`config.mk`:
```
export PLATFORM = sky130hd
export DESIGN_NAME = pllctrl
export DESIGN_NICKNAME = d
export VERILOG_FILES = /design/src/rtl/pllctrl.sv
export SDC_FILE = /design/constraint.sdc
export NUM_CORES = 1
export LEC_CHECK = 0
export CAP_MARGIN = 20
export CORE_UTILIZATION = 54
export DETAILED_ROUTE_END_ITERATION = 7
export GPL_ROUTABILITY_DRIVEN = 1
export PLACE_DENSITY = 0.85
export SLEW_MARGIN = 20
export SYNTH_ARGS = -nofsm -noshare
export SYNTH_HDL_FRONTEND = slang
export SYNTH_SLANG_ARGS = --single-unit
```
`constraint.sdc`:
```
create_clock -name clk -period 2.63 [get_ports clk]
set_input_delay 0.263 -clock clk [delete_from_list [all_inputs] [get_ports clk]]
set_output_delay 0.263 -clock clk [all_outputs]
set_load 0.03 [all_outputs]
```
`src/rtl/pllctrl.sv`:
```
// AHB-Lite PLL configuration sequencer: bypass, load dividers, settle, wait for stable lock, release.
// Optional lock-loss monitor in IDLE is built when PLLCTRL_LOCKMON_EN is defined.
module pllctrl #(
  parameter int LOCKSTABLE = 4
) (
  input  logic        clk,
  input  logic        reset,
  input  logic        HSELPLL,
  input  logic [7:0]  HADDR,
  input  logic        HWRITE,
  input  logic [1:0]  HTRANS,
  input  logic        HREADY,
  input  logic [31:0] HWDATA,
  output logic [31:0] HREADPLL,
  output logic        HRESPPLL,
  output logic        HREADYPLL,
  input  logic        PLLlock,
  output logic [5:0]  PLLclkr,
  output logic [12:0] PLLclkf,
  output logic [3:0]  PLLclkod,
  output logic [11:0] PLLbwadj,
  output logic        PLLbypass,
  output logic        PLLtest,
  output logic        PLLIntr
);

  localparam logic [2:0] S_IDLE   = 3'd0;
  localparam logic [2:0] S_BYP    = 3'd1;
  localparam logic [2:0] S_LOAD   = 3'd2;
  localparam logic [2:0] S_SETTLE = 3'd3;
  localparam logic [2:0] S_WAITLK = 3'd4;
  localparam logic [2:0] S_REL    = 3'd5;

  localparam int SW = $clog2(LOCKSTABLE + 1);
  localparam logic [SW-1:0] STABLE_MAX = SW'(LOCKSTABLE);

  logic          lock_meta, lock_sync;
  logic          dph_wr;
  logic [2:0]    dph_addr;
  logic [5:0]    cfg_clkr;
  logic [3:0]    cfg_clkod;
  logic [12:0]   cfg_clkf;
  logic [11:0]   cfg_bwadj;
  logic          cfg_test;
  logic          force_bypass, ie;
  logic          done, timeout, lostlock;
  logic [15:0]   settle_cyc;
  logic [23:0]   tmo_cyc;
  logic [2:0]    state;
  logic [23:0]   cnt;
  logic [SW-1:0] stable;
  logic          go_pend, seq_ok;

  logic          accept, busy, protect;
  logic          wr_cfg0, wr_cfg1, wr_ctrl, wr_stat, wr_settle, wr_tmo, go_req, go_start;
  logic          set_done, set_tmo, lost_evt;
  logic          done_nxt, tmo_nxt, lost_nxt, ie_nxt;
  logic [31:0]   rd_data;
  logic          unused;

  assign HRESPPLL  = 1'b0;
  assign HREADYPLL = 1'b1;
  assign unused    = ^{HWDATA[31:29], HADDR[7:5], HADDR[1:0], HTRANS[0]};

`ifdef PLLCTRL_LOCKMON_EN
  logic lock_prev;

  // previous synchronized lock, for falling-edge detection
  always_ff @(posedge clk) begin
    if (reset) lock_prev <= 1'b0;
    else       lock_prev <= lock_sync;
  end

  assign lost_evt = (state == S_IDLE) & seq_ok & lock_prev & ~lock_sync;
`else
  assign lost_evt = 1'b0;
`endif

  always_comb begin
    accept    = HSELPLL & HTRANS[1] & HREADY;
    busy      = (state != S_IDLE);
    // a pending GO already owns the shadows, so protect them a cycle early
    protect   = busy | go_pend;
    wr_cfg0   = dph_wr & (dph_addr == 3'd0) & ~protect;
    wr_cfg1   = dph_wr & (dph_addr == 3'd1) & ~protect;
    wr_ctrl   = dph_wr & (dph_addr == 3'd2);
    wr_stat   = dph_wr & (dph_addr == 3'd3);
    wr_settle = dph_wr & (dph_addr == 3'd4) & ~protect;
    wr_tmo    = dph_wr & (dph_addr == 3'd5) & ~protect;
    go_req    = wr_ctrl & HWDATA[0] & ~protect;
    go_start  = (state == S_IDLE) & go_pend;
    set_done  = (state == S_REL);
    set_tmo   = (state == S_WAITLK) & (stable != STABLE_MAX) & (cnt == 24'd0);

    if (set_done) done_nxt = 1'b1;
    else if (go_start | (wr_stat & HWDATA[2])) done_nxt = 1'b0;
    else done_nxt = done;

    if (set_tmo) tmo_nxt = 1'b1;
    else if (go_start | (wr_stat & HWDATA[3])) tmo_nxt = 1'b0;
    else tmo_nxt = timeout;

    if (lost_evt) lost_nxt = 1'b1;
    else if (wr_stat & HWDATA[7]) lost_nxt = 1'b0;
    else lost_nxt = lostlock;

    ie_nxt = wr_ctrl ? HWDATA[2] : ie;

    case (HADDR[4:2])
      3'd0:    rd_data = {3'b0, cfg_clkf, 4'b0, cfg_clkod, 2'b0, cfg_clkr};
      3'd1:    rd_data = {15'b0, cfg_test, 4'b0, cfg_bwadj};
      3'd2:    rd_data = {29'b0, ie, force_bypass, 1'b0};
      3'd3:    rd_data = {24'b0, lostlock, state, timeout, done, lock_sync, busy};
      3'd4:    rd_data = {16'b0, settle_cyc};
      3'd5:    rd_data = {8'b0, tmo_cyc};
      default: rd_data = 32'h0;
    endcase
  end

  // lock synchronizer, bus phase capture and read data
  always_ff @(posedge clk) begin
    if (reset) begin
      lock_meta <= 1'b0;
      lock_sync <= 1'b0;
      dph_wr    <= 1'b0;
      dph_addr  <= 3'd0;
      HREADPLL  <= 32'h0;
    end else begin
      lock_meta <= PLLlock;
      lock_sync <= lock_meta;
      dph_wr    <= accept & HWRITE;
      dph_addr  <= HADDR[4:2];
      HREADPLL  <= (accept & ~HWRITE) ? rd_data : 32'h0;
    end
  end

  // software-visible registers
  always_ff @(posedge clk) begin
    if (reset) begin
      cfg_clkr     <= 6'd0;
      cfg_clkod    <= 4'd0;
      cfg_clkf     <= 13'd0;
      cfg_bwadj    <= 12'd0;
      cfg_test     <= 1'b0;
      force_bypass <= 1'b0;
      ie           <= 1'b0;
      done         <= 1'b0;
      timeout      <= 1'b0;
      lostlock     <= 1'b0;
      settle_cyc   <= 16'h0100;
      tmo_cyc      <= 24'h0F_FFFF;
      go_pend      <= 1'b0;
      PLLIntr      <= 1'b0;
    end else begin
      if (wr_cfg0) begin
        cfg_clkr  <= HWDATA[5:0];
        cfg_clkod <= HWDATA[11:8];
        cfg_clkf  <= HWDATA[28:16];
      end
      if (wr_cfg1) begin
        cfg_bwadj <= HWDATA[11:0];
        cfg_test  <= HWDATA[16];
      end
      if (wr_ctrl) force_bypass <= HWDATA[1];
      if (wr_settle) settle_cyc <= HWDATA[15:0];
      if (wr_tmo) tmo_cyc <= HWDATA[23:0];
      ie       <= ie_nxt;
      done     <= done_nxt;
      timeout  <= tmo_nxt;
      lostlock <= lost_nxt;
      go_pend  <= go_req;
      PLLIntr  <= ie_nxt & (done_nxt | tmo_nxt | lost_nxt);
    end
  end

  // sequencer FSM, counters and PLL pins
  always_ff @(posedge clk) begin
    if (reset) begin
      state     <= S_IDLE;
      cnt       <= 24'd0;
      stable    <= '0;
      seq_ok    <= 1'b0;
      PLLbypass <= 1'b1;
      PLLclkr   <= 6'd0;
      PLLclkf   <= 13'd0;
      PLLclkod  <= 4'd0;
      PLLbwadj  <= 12'd0;
      PLLtest   <= 1'b0;
    end else begin
      if ((state == S_WAITLK) && lock_sync)
        stable <= (stable == STABLE_MAX) ? stable : stable + 1'b1;
      else
        stable <= '0;

      case (state)
        S_IDLE: begin
          if (go_pend) begin
            state     <= S_BYP;
            seq_ok    <= 1'b0;
            PLLbypass <= 1'b1;
          end else if (lost_evt) begin
            seq_ok    <= 1'b0;
            PLLbypass <= 1'b1;
          end else begin
            PLLbypass <= seq_ok ? force_bypass : 1'b1;
          end
        end
        S_BYP: begin
          PLLbypass <= 1'b1;
          PLLclkr   <= cfg_clkr;
          PLLclkf   <= cfg_clkf;
          PLLclkod  <= cfg_clkod;
          PLLbwadj  <= cfg_bwadj;
          PLLtest   <= cfg_test;
          state     <= S_LOAD;
        end
        S_LOAD: begin
          cnt   <= {8'd0, settle_cyc};
          state <= S_SETTLE;
        end
        S_SETTLE: begin
          if (cnt == 24'd0) begin
            cnt   <= tmo_cyc;
            state <= S_WAITLK;
          end else begin
            cnt <= cnt - 24'd1;
          end
        end
        S_WAITLK: begin
          // stable lock wins over a simultaneous timeout
          if (stable == STABLE_MAX) state <= S_REL;
          else if (cnt == 24'd0) state <= S_IDLE;
          else cnt <= cnt - 24'd1;
        end
        S_REL: begin
          PLLbypass <= force_bypass;
          seq_ok    <= 1'b1;
          state     <= S_IDLE;
        end
        default: begin
          PLLbypass <= 1'b1;
          state     <= S_IDLE;
        end
      endcase
    end
  end

endmodule

```
==> impl_metrics.env, run 1 <==
export IMPL_status="finished with violations"
export IMPL_violations="design-rule violations"
export IMPL_grt_use_total_pct=28.5
export IMPL_finish_instance_area_um2=10100
export IMPL_crit_path_cell_trace="nor4_4 -> buf_4 -> nand2_1 -> nor3_1 -> a31oi_1 -> a21o_1 -> a31oi_1"
export IMPL_cts_resized=0
export IMPL_p_per_area_nw_per_um2=586
export IMPL_fin_cells=1267
export IMPL_worst_path_buf_inv=1
export IMPL_grt_pass1_wl_um=35500
export IMPL_grt_pass1_vias=6964
export IMPL_antennaDiodeCount=0
export IMPL_hold_viol=0
export IMPL_portBuffers=105
export IMPL_min_period_ns=2.42
export IMPL_routed_wl_um=22100
export IMPL_critPathTopFamily="simple AND/OR/NAND/NOR gates"
export IMPL_yosys_warnings=0
export IMPL_fmax_ghz=0.413
export IMPL_vdd_drop_max_mv=0.472
export IMPL_cts_made_buffers=17
export IMPL_clock_sinks=186
export IMPL_drive_above_1_share_pct=10.6
export IMPL_cp_start_kind="flop"
export IMPL_die_h_um=125
export IMPL_finalSetupViolations=0
export IMPL_synth_async_reset_ratio_pct=0
export IMPL_path_clk_slew_ns=0.07
export IMPL_synth_cells=971
export IMPL_whs_path_depth=2
export IMPL_cpMostUsedCell="a31oi_1"
export IMPL_grt_overflow=0
export IMPL_cts_root_buf="clkbuf_16"
export IMPL_place_area_um2=9480
export IMPL_required_ns=3.00
export IMPL_hpwl_um=14900
export IMPL_dp_cells=1235
export IMPL_final_util_pct=68.7
export IMPL_final_cell_mix="198 x nand2_1, 186 x dfxtp_1, 112 x a21oi_1"
export IMPL_worst_r2r_cell_count=7
export IMPL_cellLeakagePower_nw=3.74
export IMPL_slew_viol_final=0
export IMPL_num_vias=7676
export IMPL_final_common_cell="nand2_1"
export IMPL_rsz0062_at_grt="no"
export IMPL_critPathMaxStageDelay_ns=0.58
export IMPL_core_um2=14600
export IMPL_crit_type="reg -> reg"
export IMPL_ys_seq_elements=186
export IMPL_clkLatencyLatePin_ns=0.44
export IMPL_synth_flop_cell="dfxtp_1"
export IMPL_place_congestion=0.939
export IMPL_finClkSkew_ns=0.00836
export IMPL_num_rows=44
export IMPL_post_route_drc_count=28
export IMPL_synth_edf_count=0
export IMPL_hp_class="in -> reg"
export IMPL_wl_per_cell_um=17.4
export IMPL_crit_slowest_cell="nor3_1"
export IMPL_maxCapViolCount=0
export IMPL_io_pins=120
export IMPL_drt_iter0_markers=899
export IMPL_grt_max_degree=67
export IMPL_path_max_fanout=7
export IMPL_fin_nets=1122
export IMPL_vias_per_cell=6.06
export IMPL_cts_hold_buffers=0
export IMPL_synth_area_per_cell_um2=8.38
export IMPL_cts_tree="done"
export IMPL_cts_htree_levels=4
export IMPL_area_delta_synth_final_pct=23.7
export IMPL_worstSetupPathDepth=7
export IMPL_yosysUniqueCellTypes=71
export IMPL_holdWs_ns=0.169
export IMPL_die_w_um=125
export IMPL_end_kind="flop"
export IMPL_cts_buffer_depth=2
export IMPL_arrival_ns=2.79
export IMPL_dieArea_um2=15600
export IMPL_syn_cell_area_um2=8140
export IMPL_tightestPinTransition_ns=0.698
export IMPL_slew_headroom_pct=53.5
export IMPL_floorplan_initialDensity_pct=55.6
export IMPL_finalSetupTns_ns=0
export IMPL_ys_seq_area_share_pct=45.7
export IMPL_postCtsSetupRepairBufs=0
export IMPL_antenna_found_initial=0
export IMPL_fin_crit_sh_pct=92.2
export IMPL_drtPass1Iterations=8
export IMPL_ant_nets=0
## path summary, 6_finish.rpt
kind / slack [ns] / to / startpoint
setup / recovery: 0.21 / cnt[18] / cnt[4]
hold / removal: 0.17 / settle_cyc[12] / reset
setup reg to reg: 0.21 / cnt[18] / cnt[4]
hold reg to reg: 0.44 / lock_sync / lock_meta
## kinds of logic after synthesis
group | count (synthesis) | share of synthesized area, %
buf+inv | 85 | 4.47
other cells | 2 | 0.0923
flops | 186 | 45.7
xor+xnor | 1 | 0.108
fa+ha+maj | 4 | 0.615
compound gates | 227 | 17.2
simple gates | 417 | 24.5
mux | 49 | 7.29
## cell usage after synthesis (3+ instances only)
cell type | number | area, µm²
a21boi_0 | 3 | 22.5
a21o_1 | 3 | 22.5
a21oi_1 | 112 | 561
a221oi_1 | 4 | 35.0
a22oi_1 | 16 | 120
a31o_2 | 7 | 61.3
a31oi_1 | 16 | 100
and2_1 | 11 | 68.8
and3_1 | 3 | 18.8
buf_2 | 9 | 45.0
buf_4 | 5 | 37.5
clkbuf_1 | 53 | 199
dfxtp_1 | 186 | 3720
ha_1 | 4 | 50.1
inv_1 | 14 | 52.6
mux2i_1 | 39 | 390
mux4_2 | 8 | 180
nand2_1 | 198 | 743
nand2b_1 | 6 | 37.5
nand3_1 | 32 | 160
nand4_1 | 5 | 31.3
nor2_1 | 80 | 300
nor2b_1 | 12 | 75.1
nor3_1 | 18 | 90.1
nor3b_1 | 17 | 128
nor4_1 | 4 | 25.0
nor4_4 | 4 | 85.1
nor4b_1 | 3 | 26.3
o21a_1 | 3 | 22.5
o21ai_0 | 26 | 130
o22a_1 | 5 | 43.8
o22ai_1 | 3 | 18.8
o31a_1 | 4 | 35.0
o31ai_1 | 3 | 22.5
o32ai_1 | 4 | 35.0
or4_1 | 5 | 37.5
## layer usage
metal	track usage, %	vias to the layer above	part of all wire [%]
li1	-	3597	-
met1	36.9	3616	41
met2	46.2	414	48
met3	7.56	49	9.0
met4	9.01	0	2.0
met5	0	-	0
## per-stage QoR
step | power, mW | worst slack (ns)
after detailed placement | 3.42 | 0.182
final | 5.90 | 0.206
after global placement | 3.41 | 0.254
after global routing | 6.09 | 0.0241
after CTS | 5.90 | 0.195
after floorplan | 3.23 | 0.384
## flip-flops by register name, indices dropped and copies added (netlist names), 4 cells and up
name	cells
HREADPLL	29
cnt	24
tmo_cyc	24
settle_cyc	16
PLLclkf	13
cfg_clkf	13
PLLbwadj	12
cfg_bwadj	12
PLLclkr	6
cfg_clkr	6
PLLclkod	4
cfg_clkod	4
## report_power, final
part           switching (mW)  leakage, nW  internal, mW
combinational           0.310         1.96         0.213
clock                    1.19        0.273          1.34
sequential             0.0171         1.50          2.83
## worst register-to-register path: cells and delay by family, from the launching register on
| family | cells | cell delay (ns) |
|---|---|---|
| and+or+nand+nor | 3 | 1.19 |
| AOI/OAI and AO/OA | 3 | 0.54 |
| DFF | 1 | 0.40 |
| buffers and inverters | 1 | 0.21 |
## layout make-up
type,instances,area [µm²]
Clock buffer,17,425
Clock inverter,15,160
Fill cell,1095,4580
Inverter,14,52.6
Multi-Input combinational cell,703,4080
Sequential cell,186,3720
Tap cell,184,230
Timing Repair Buffer,148,1400
Power figures use the tool's default switching activity.
==> inputs of run 2 (changes only) <==
CAP_MARGIN = 40   (was 20)
PLACE_DENSITY = 0.8   (was 0.85)
RECOVER_POWER = 50   (was default)
==> run 2 against run 1 <==
- largest power group unchanged
- the run still ends with design-rule violations left
- die area is the same
- critical path type unchanged
- critical endpoint is now cnt[11]
- non-clock buffer count grew 1
- setup slack lost 0.025 ns
==> impl_metrics.env, run 2 (synthesis results as in run 1) <==
export IMPL_arrival_ns=2.81
export IMPL_total_power_mw=5.84
export IMPL_core_um2=14600
export IMPL_clkLatencyLatePin_ns=0.44
export IMPL_slew_headroom_pct=10.3
export IMPL_cts_root_buf="clkbuf_16"
export IMPL_portBuffers=105
export IMPL_vdd_drop_max_mv=0.425
export IMPL_drt_iter0_markers=667
export IMPL_timing_rr_end="cnt[11]"
export IMPL_final_cell_mix="198 x nand2_1, 186 x dfxtp_1, 112 x a21oi_1"
export IMPL_grt_pass1_wl_um=35700
export IMPL_io_pins=120
export IMPL_hpwl_um=14800
export IMPL_p_per_area_nw_per_um2=583
export IMPL_path_clk_slew_ns=0.07
export IMPL_die_w_um=125
export IMPL_cts_tree="done"
export IMPL_regMostFlops="HREADPLL"
export IMPL_worst_r2r_cell_count=11
export IMPL_fin_nets=1123
export IMPL_finalSetupTns_ns=0
export IMPL_drive_above_1_share_pct=10.1
export IMPL_cts_htree_levels=4
export IMPL_maxCapViolCount=0
export IMPL_slew_viol_final=0
export IMPL_finClkSkew_ns=0.00820
export IMPL_vias_per_cell=5.86
export IMPL_num_vias=7429
export IMPL_num_rows=44
export IMPL_crit_type="reg -> reg"
export IMPL_fin_cells=1268
export IMPL_dp_cells=1236
export IMPL_r2r_slack_ns=0.18
export IMPL_dieArea_um2=15600
export IMPL_violations="design-rule violations"
export IMPL_cts_hold_buffers=0
export IMPL_min_from="reset"
export IMPL_floorplan_initialDensity_pct=55.6
export IMPL_antennaDiodeCount=0
export IMPL_end_kind="flop"
export IMPL_finish_instance_area_um2=10000
export IMPL_whs_endpoint="dph_wr"
export IMPL_largestRegisters="HREADPLL x29, cnt x24, tmo_cyc x24"
export IMPL_ant_nets=0
export IMPL_die_h_um=125
export IMPL_antenna_found_initial=0
export IMPL_grt_use_total_pct=28.8
export IMPL_place_area_um2=9470
export IMPL_required_ns=2.99
export IMPL_min_period_ns=2.45
export IMPL_routed_wl_um=21800
export IMPL_tightestPinTransition_ns=1.35
export IMPL_dp_slack_ns=0.230
export IMPL_final_common_cell="nand2_1"
export IMPL_drtPass1Iterations=8
export IMPL_cp_start_kind="flop"
export IMPL_fill_cells=1175
export IMPL_holdWs_ns=0.339
export IMPL_timing_final_ws_setup_ns=0.181
export IMPL_grt_overflow=0
export IMPL_hold_viol=0
export IMPL_area_delta_synth_final_pct=23.1
export IMPL_largest_register_ffs=29
export IMPL_grt_max_degree=66
export IMPL_multi_input_area_um2=4070
export IMPL_place_congestion=0.889
export IMPL_grt_pass1_vias=6919
export IMPL_fin_crit_sh_pct=93.1
export IMPL_fmax_ghz=0.408
export IMPL_status="finished with violations"
export IMPL_whs_path_depth=4
export IMPL_wl_per_cell_um=17.2
export IMPL_rsz0062_at_grt="no"
export IMPL_final_util_pct=68.4
export IMPL_cellLeakagePower_nw=3.94
export IMPL_clock_sinks=186
export IMPL_path_max_fanout=16
export IMPL_r2r_start="cnt[0]"
export IMPL_finalSetupViolations=0
export IMPL_post_route_drc_count=24
export IMPL_hp_class="in -> reg"
export IMPL_final_seq_area_um2=3720
export IMPL_cts_buffer_depth=2
export IMPL_cts_made_buffers=17
## run 2: cell count changes in the layout (fill, tap and decap cells not counted), moves of 2 or more
cell / delta
clkdlybuf4s50_1: -71
inv_8: -2
clkbuf_2: +2
buf_4: -5
clkbuf_8: +2
clkbuf_1: +5
dlygate4sd3_1: +71
clkinv_4: -2
clkinv_2: +3
## run 2: report_power, final
group          total [mW]  internal [mW]  switching [mW]  leakage, nW
clock                2.47           1.36            1.11        0.268
sequential           2.85           2.83          0.0182         1.50
combinational       0.523          0.208           0.315         2.17
## run 2: critical path: stages (launching register included)
cell and delay, ns:
dfxtp_1 0.35, inv_1 0.14, ha_1 0.17, nor4b_1 0.26, buf_4 0.18, nand4_2 0.13, buf_4 0.20, nor2_2 0.21
buf_12 0.19, a31oi_1 0.13, a211o_1 0.30, a31oi_1 0.13
## run 2: worst max path at each step
stage | startpoint | end | slack, ns | depth (start not counted)
6_report | cnt[0] | cnt[11] | 0.18 | 11
5_1_grt | cnt[0] | cnt[11] | 0.01 | 11
4_1_cts | cnt[0] | cnt[16] | 0.15 | 10
3_5_place_dp | cnt[0] | cnt[16] | 0.23 | 10
3_3_place_gp | cnt[0] | cnt[16] | 0.27 | 10
2_1_floorplan | cnt[0] | cnt[13] | 0.38 | 10
## run 2: cell type report
type,count,share of cell area (%)
multi-input cells,703,40.7
flip-flops and latches,186,37.2
repair buffers,149,13.7
clock buffers,19,4.52
well taps,184,2.30
clock inverters,13,1.17
inverters,14,0.525
## run 2: metal layers
metal	track usage, %	vias up	part of all wire, %
li1	-	3589	-
met1	37.7	3489	44
met2	45.4	314	46
met3	6.74	37	8.2
met4	12.2	0	2.3
met5	0	-	0
## run 2: what timing repair did
item / CTS / global route
gates resized for setup: 0 / 1
buffers inserted: 0 / 0
setup endpoints to repair: 0 / 1
